[src/rtl/if_id_queue.sv]
// IF/ID stage instruction queue: DEPTH-entry FIFO between fetch and decode with
// redirect flush and pre-split MIPS fields. Optional flush counter: IF_ID_FLUSH_CNT_EN.
module if_id_queue #(
  parameter int          PC_W      = 32,
  parameter int          DEPTH     = 2,
  parameter logic [31:0] NOP_INSTR = 32'h0000_0000
) (
  input  logic            clk,
  input  logic            reset_in,
  input  logic            if_valid_in,
  output logic            if_ready_out,
  input  logic [PC_W-1:0] PC_Counter_output_in,
  input  logic [31:0]     Instruction_memory_in,
  output logic            id_valid_out,
  input  logic            id_ready_in,
  input  logic            flush_jump,
  input  logic            flush_branch,
  output logic [PC_W-1:0] PC_Counter_out,
  output logic [5:0]      Op_code_out,
  output logic [4:0]      IF_ID_Rs_out,
  output logic [4:0]      IF_ID_Rt_out,
  output logic [4:0]      IF_ID_Rd_out,
  output logic [5:0]      Funct_out,
  output logic [15:0]     sign_extend_input_out,
`ifdef IF_ID_FLUSH_CNT_EN
  output logic [15:0]     flush_count_out,
`endif
  output logic [25:0]     Jump_Offset_out
);

  localparam int PTR_W = (DEPTH > 1) ? $clog2(DEPTH) : 1;
  localparam int CNT_W = $clog2(DEPTH + 1);

  logic [PC_W-1:0]  pc_mem_q    [DEPTH];
  logic [31:0]      instr_mem_q [DEPTH];
  logic [PTR_W-1:0] wr_ptr_q, wr_ptr_d;
  logic [PTR_W-1:0] rd_ptr_q, rd_ptr_d;
  logic [CNT_W-1:0] count_q, count_d;
  logic             push, pop, flush;
  logic [31:0]      head_instr;

  // Pointers wrap explicitly so DEPTH need not be a power of two.
  function automatic logic [PTR_W-1:0] ptr_inc(input logic [PTR_W-1:0] p);
    return (p == PTR_W'(DEPTH - 1)) ? '0 : p + 1'b1;
  endfunction

  // Ready depends only on registered count, so no ready-to-ready combinational path.
  assign if_ready_out = (count_q < CNT_W'(DEPTH));
  assign id_valid_out = (count_q != '0);
  assign flush        = flush_jump | flush_branch;
  assign push         = if_valid_in & if_ready_out;
  assign pop          = id_valid_out & id_ready_in;

  always_comb begin
    // NOTE: every always_comb output gets a default first, so no path can infer a latch.
    wr_ptr_d = wr_ptr_q;
    rd_ptr_d = rd_ptr_q;
    count_d  = count_q;
    if (flush) begin
      wr_ptr_d = '0;
      rd_ptr_d = '0;
      count_d  = '0;
    end else begin
      if (push) wr_ptr_d = ptr_inc(wr_ptr_q);
      if (pop)  rd_ptr_d = ptr_inc(rd_ptr_q);
      case ({push, pop})
        2'b10:   count_d = count_q + 1'b1;
        2'b01:   count_d = count_q - 1'b1;
        default: count_d = count_q;
      endcase
    end
  end

  always_ff @(posedge clk) begin
    // NOTE: state registers use non-blocking assignments so every flop samples pre-edge values.
    if (reset_in) begin
      wr_ptr_q <= '0;
      rd_ptr_q <= '0;
      count_q  <= '0;
    end else begin
      wr_ptr_q <= wr_ptr_d;
      rd_ptr_q <= rd_ptr_d;
      count_q  <= count_d;
    end
  end

  // NOTE: storage has no reset; an empty queue masks it, so stale data is never visible.
  always_ff @(posedge clk) begin
    if (push && !flush && !reset_in) begin
      pc_mem_q[wr_ptr_q]    <= PC_Counter_output_in;
      instr_mem_q[wr_ptr_q] <= Instruction_memory_in;
    end
  end

`ifdef IF_ID_FLUSH_CNT_EN
  logic [15:0] flush_cnt_q;

  // Counts only flushes that actually discard entries; saturates instead of wrapping.
  always_ff @(posedge clk) begin
    if (reset_in)
      flush_cnt_q <= '0;
    else if (flush && id_valid_out && (flush_cnt_q != 16'hFFFF))
      flush_cnt_q <= flush_cnt_q + 16'd1;
  end

  assign flush_count_out = flush_cnt_q;
`endif

  assign head_instr     = id_valid_out ? instr_mem_q[rd_ptr_q] : NOP_INSTR;
  assign PC_Counter_out = id_valid_out ? pc_mem_q[rd_ptr_q] : '0;

  assign Op_code_out           = head_instr[31:26];
  assign IF_ID_Rs_out          = head_instr[25:21];
  assign IF_ID_Rt_out          = head_instr[20:16];
  assign IF_ID_Rd_out          = head_instr[15:11];
  assign Funct_out             = head_instr[5:0];
  assign sign_extend_input_out = head_instr[15:0];
  assign Jump_Offset_out       = head_instr[25:0];

endmodule
[config.mk]
export PLATFORM = sky130hd
export DESIGN_NAME = if_id_queue
export DESIGN_NICKNAME = d
export VERILOG_FILES = /design/src/rtl/if_id_queue.sv
export SDC_FILE = /design/constraint.sdc
export NUM_CORES = 1
export LEC_CHECK = 0
export CORE_ASPECT_RATIO = 0.8
export CORE_MARGIN = 2
export CORE_UTILIZATION = 40
export DETAILED_ROUTE_END_ITERATION = 12
export HOLD_SLACK_MARGIN = 0.06
export PLACE_DENSITY = 0.71
export SYNTH_ARGS = -nofsm -noshare
export SYNTH_HDL_FRONTEND = slang
export SYNTH_SLANG_ARGS = --single-unit
[constraint.sdc]
create_clock -name clk -period 14 [get_ports clk]
set_input_delay 2.8 -clock clk [delete_from_list [all_inputs] [get_ports clk]]
set_output_delay 2.8 -clock clk [all_outputs]
set_load 0.005 [all_outputs]
==> results.txt <==
----------------------------------------------------
[Critical path]
  CP max-delay cell ... sky130_fd_sc_hd__nor2_4
  Slowest stage delay, CP ... ~0.55 ns
  Start-to-end type of the worst setup path ... flip-flop to primary output
  Critical Path RT ... about 11 ns
  Cells along the critical path ... nor2_4 > buf_4 > nor2_1 > clkdlybuf4s50_1
  Critical path fanouts, max ... 38
  R2R setup slack ... about 12 ns
  WP data arrival ... ~2.5 ns
  Sort of element at the start of the critical path ... flip-flop
  Endpoint class of the critical path ... primary output

[Run]
  Max cap viols ... 0

[Logic synthesis]
  Nets in the synthesized netlist ... 407
  Post-Syn Area per Cell ... 15.8 µm²
  Synthesized instance count ... roughly 340
  Post-synthesis cell area ... between 0.005 and 0.006 mm²
  Post-synthesis cell type count ... 16
  Sequential-to-total area share from yosys stat ... 0.741
  Synth warnings ... 0
  Yosys reg bits ... ~130

[Finish]
  Share of final-layout standard cells stronger than drive strength 1 ... 0.0733
  Ant diodes ... 0
  Commonest cells after routing, fill and taps aside ... sky130_fd_sc_hd__clkdlybuf4s50_1 (172), sky130_fd_sc_hd__edfxtp_1 (128), sky130_fd_sc_hd__nor2_1 (68), sky130_fd_sc_hd__mux2i_1 (64), sky130_fd_sc_hd__clkbuf_16 (17)
  Final-stage net count ... around 550
  Fill count ... 976
  Area added between synthesis and finish ... 42.9%
  Area of all placed cells without fillers ... between 0.007 and 0.008 mm²
  Most common cell after layout, fill and taps aside ... sky130_fd_sc_hd__clkdlybuf4s50_1

[Power]
  Peak supply drop ... approximately 0.092 mV
  Fraction of power consumed by sequential logic ... 0.453
  Design internal power ... approximately 0.0008 W
  Combinational Power Share ... 0.048
  Proportion of total power due to net switching ... 0.177
  Static Leak ... approximately 2.4 nW
  Net Sw Power ... between 0.00015 and 0.0002 W
  Clock group share of total power ... 0.500
  Ratio of total power to cell area ... ~130 mW/mm²

[Floorplanning]
  Number of placed I/O pins ... about 170
  Die area ... between 0.01 and 0.015 mm²
  Initial standard-cell utilization of the core ... 0.412
  Width of the die ... 133 µm
  Core Region ... 0.0129 mm²
  Die height ... 107 µm
  Row Count ... 37

[STA]
  Worst-Margin Slew ... about 1.1 ns
  Setup_tns ... 0 ns
  Final critical path time including I/O delays and setup ... 5.27 ns
  Worst clock skew ... between 0.009 and 0.01 ns
  Slew Limit Fails ... 0
  Final clock period utilization by the worst path ... 0.376
  Total count of hold-check failures in the final report ... 0
  Number of setup violations in the final report ... 0
  Slew margin rel. ... 0.253
  RSZ-0062 raised after global routing ... false
  Highest clock rate ... 190 MHz

[Global routing]
  First-pass GRT wire length ... 14900 µm
  Largest net degree at the start of global routing ... 65
  Via count of the first global-routing pass ... around 3000
  Initial antenna violation count ... 0
  Residual overflow from global routing ... 0
  Overall global routing resource usage ... 0.140

[Routing]
  Number of search-and-repair iterations in the first detailed-routing pass ... 5
  Routed via count ... ~3000
  Detailed-route DRC error count ... 0
  Detailed-route vias per instance ... about 4.5
  Post-detailed-routing wire length ... 9870 µm
  WL per Instance ... 14.8 µm
  Routed Antenna Nets ... 0
  Iteration-0 DRC Markers ... 82

[Clock network]
  Post-CTS Setup Repair Bufs ... 0
  Resized Gates After CTS ... 0
  Number of buffers inserted during clock tree synthesis ... 17
  Clock tree root buffer cell ... sky130_fd_sc_hd__clkbuf_16
  Clock tree sinks ... between 100 and 150
  CTS clk-pin slew, worst paths ... about 0.060 ns
  TritonCTS clock tree ... built
  Number of hold-repair buffers added at the cts stage ... 0
  H-tree levels ... 4
  Number of buffers on the longest clock path ... 2
  Insertion delay to the later sink of the worst-skew pair ... around 0.4 ns

[Outcome]
  Status ... completed

[Placed design]
  Input/output buffers ... roughly 170
  DP Area ... a little under 0.007 mm²
  Final weighted congestion in routability-driven placement ... 0.750
  Detailed placement HPWL ... 6310 µm

[Worst hold path]
  Hold WC Path Type ... flip-flop to flip-flop

----------------------------------------------------
stage by stage:
stage	utilization	worst slack [ns]	std cells	total power, W	hold slack [ns]
after floorplan	-	5.69	336	0.000465	0.472
after global placement	0.537	9.03	634	0.000496	0.505
after detailed placement	0.537	9.00	634	0.000498	0.510
after CTS	0.588	8.64	666	0.000987	0.536
after global routing	0.588	8.54	666	0.00101	0.590
final	0.588	8.73	666	0.000977	0.538
cell type report:
class,count,area (µm²),share of cell area
clock buffer,18,429,0.0565
tap,175,219,0.0288
clock inverter,14,231,0.0305
multi-input combinational,146,1010,0.133
timing repair buffer,175,1740,0.230
inverter,5,18.8,0.00247
sequential,133,3950,0.520
Yosys cell counts:
cell	n	share of area
sky130_fd_sc_hd__edfxtp_1	128	0.72
sky130_fd_sc_hd__nor2_1	69	0.049
sky130_fd_sc_hd__mux2i_1	64	0.12
sky130_fd_sc_hd__buf_4	43	0.061
sky130_fd_sc_hd__buf_2	7	0.0066
sky130_fd_sc_hd__dfxtp_1	5	0.019
sky130_fd_sc_hd__inv_1	5	0.0035
sky130_fd_sc_hd__clkbuf_1	2	0.0014
sky130_fd_sc_hd__nor3_1	2	0.0019
sky130_fd_sc_hd__o21ai_0	2	0.0019
sky130_fd_sc_hd__or3_1	2	0.0024
sky130_fd_sc_hd__xnor2_1	2	0.0033
sky130_fd_sc_hd__xor2_1	2	0.0033
sky130_fd_sc_hd__a21oi_1	1	0.00094
sky130_fd_sc_hd__ha_1	1	0.0024
sky130_fd_sc_hd__nor2b_1	1	0.0012
layer usage:
| metal | up-vias | GRT usage | part of all wire |
|---|---|---|---|
| met4 | 0 | 0.0576 | 0.0095 |
| met3 | 8 | 0.0444 | 0.070 |
| met5 | - | 0 | 0 |
| met2 | 122 | 0.239 | 0.50 |
| met1 | 1401 | 0.165 | 0.42 |
| li1 | 1462 | - | - |
sequential cells by signal (all words and copies together) (netlist names), named ones only:
name         cells
rd_ptr_q         1
pc_mem_q        64
wr_ptr_q         1
count_q          2
instr_mem_q     64
power groups by stage:
stage	Combinational (W)	Clock (W)	Sequential (W)
after CTS	0.0000474	0.000498	0.000442
after global placement	0.0000460	0	0.000450
after detailed placement	0.0000471	0	0.000451
final	0.0000465	0.000488	0.000442
after global routing	0.0000500	0.000515	0.000443
after floorplan	0.0000138	0	0.000451
worst paths after layout:
check | startpoint | end | depth (start not counted)
setup / recovery | count_q[1] | Jump_Offset_out[11] | 4
setup reg to reg | count_q[1] | pc_mem_q[1][23] | 4
hold / removal | rd_ptr_q | rd_ptr_q | 2
hold reg to reg | rd_ptr_q | rd_ptr_q | 2
cells by family after synthesis:
family / share of synthesized area
multiplexers: 0.120
AO/OA/AOI/OAI: 0.00282
buffers and inverters: 0.0722
adder cells (fa/ha/maj): 0.00235
flip-flops: 0.741
AND/OR/NAND/NOR: 0.0541
XOR/XNOR: 0.00659
worst max-delay path, delay by kind of cell (launching register included):
family / cells / cell delay (ns)
simple gates: 2 / 0.70
flops: 1 / 0.37
buf+inv: 2 / 0.96
No activity file was read; power rests on OpenSTA's default activity.
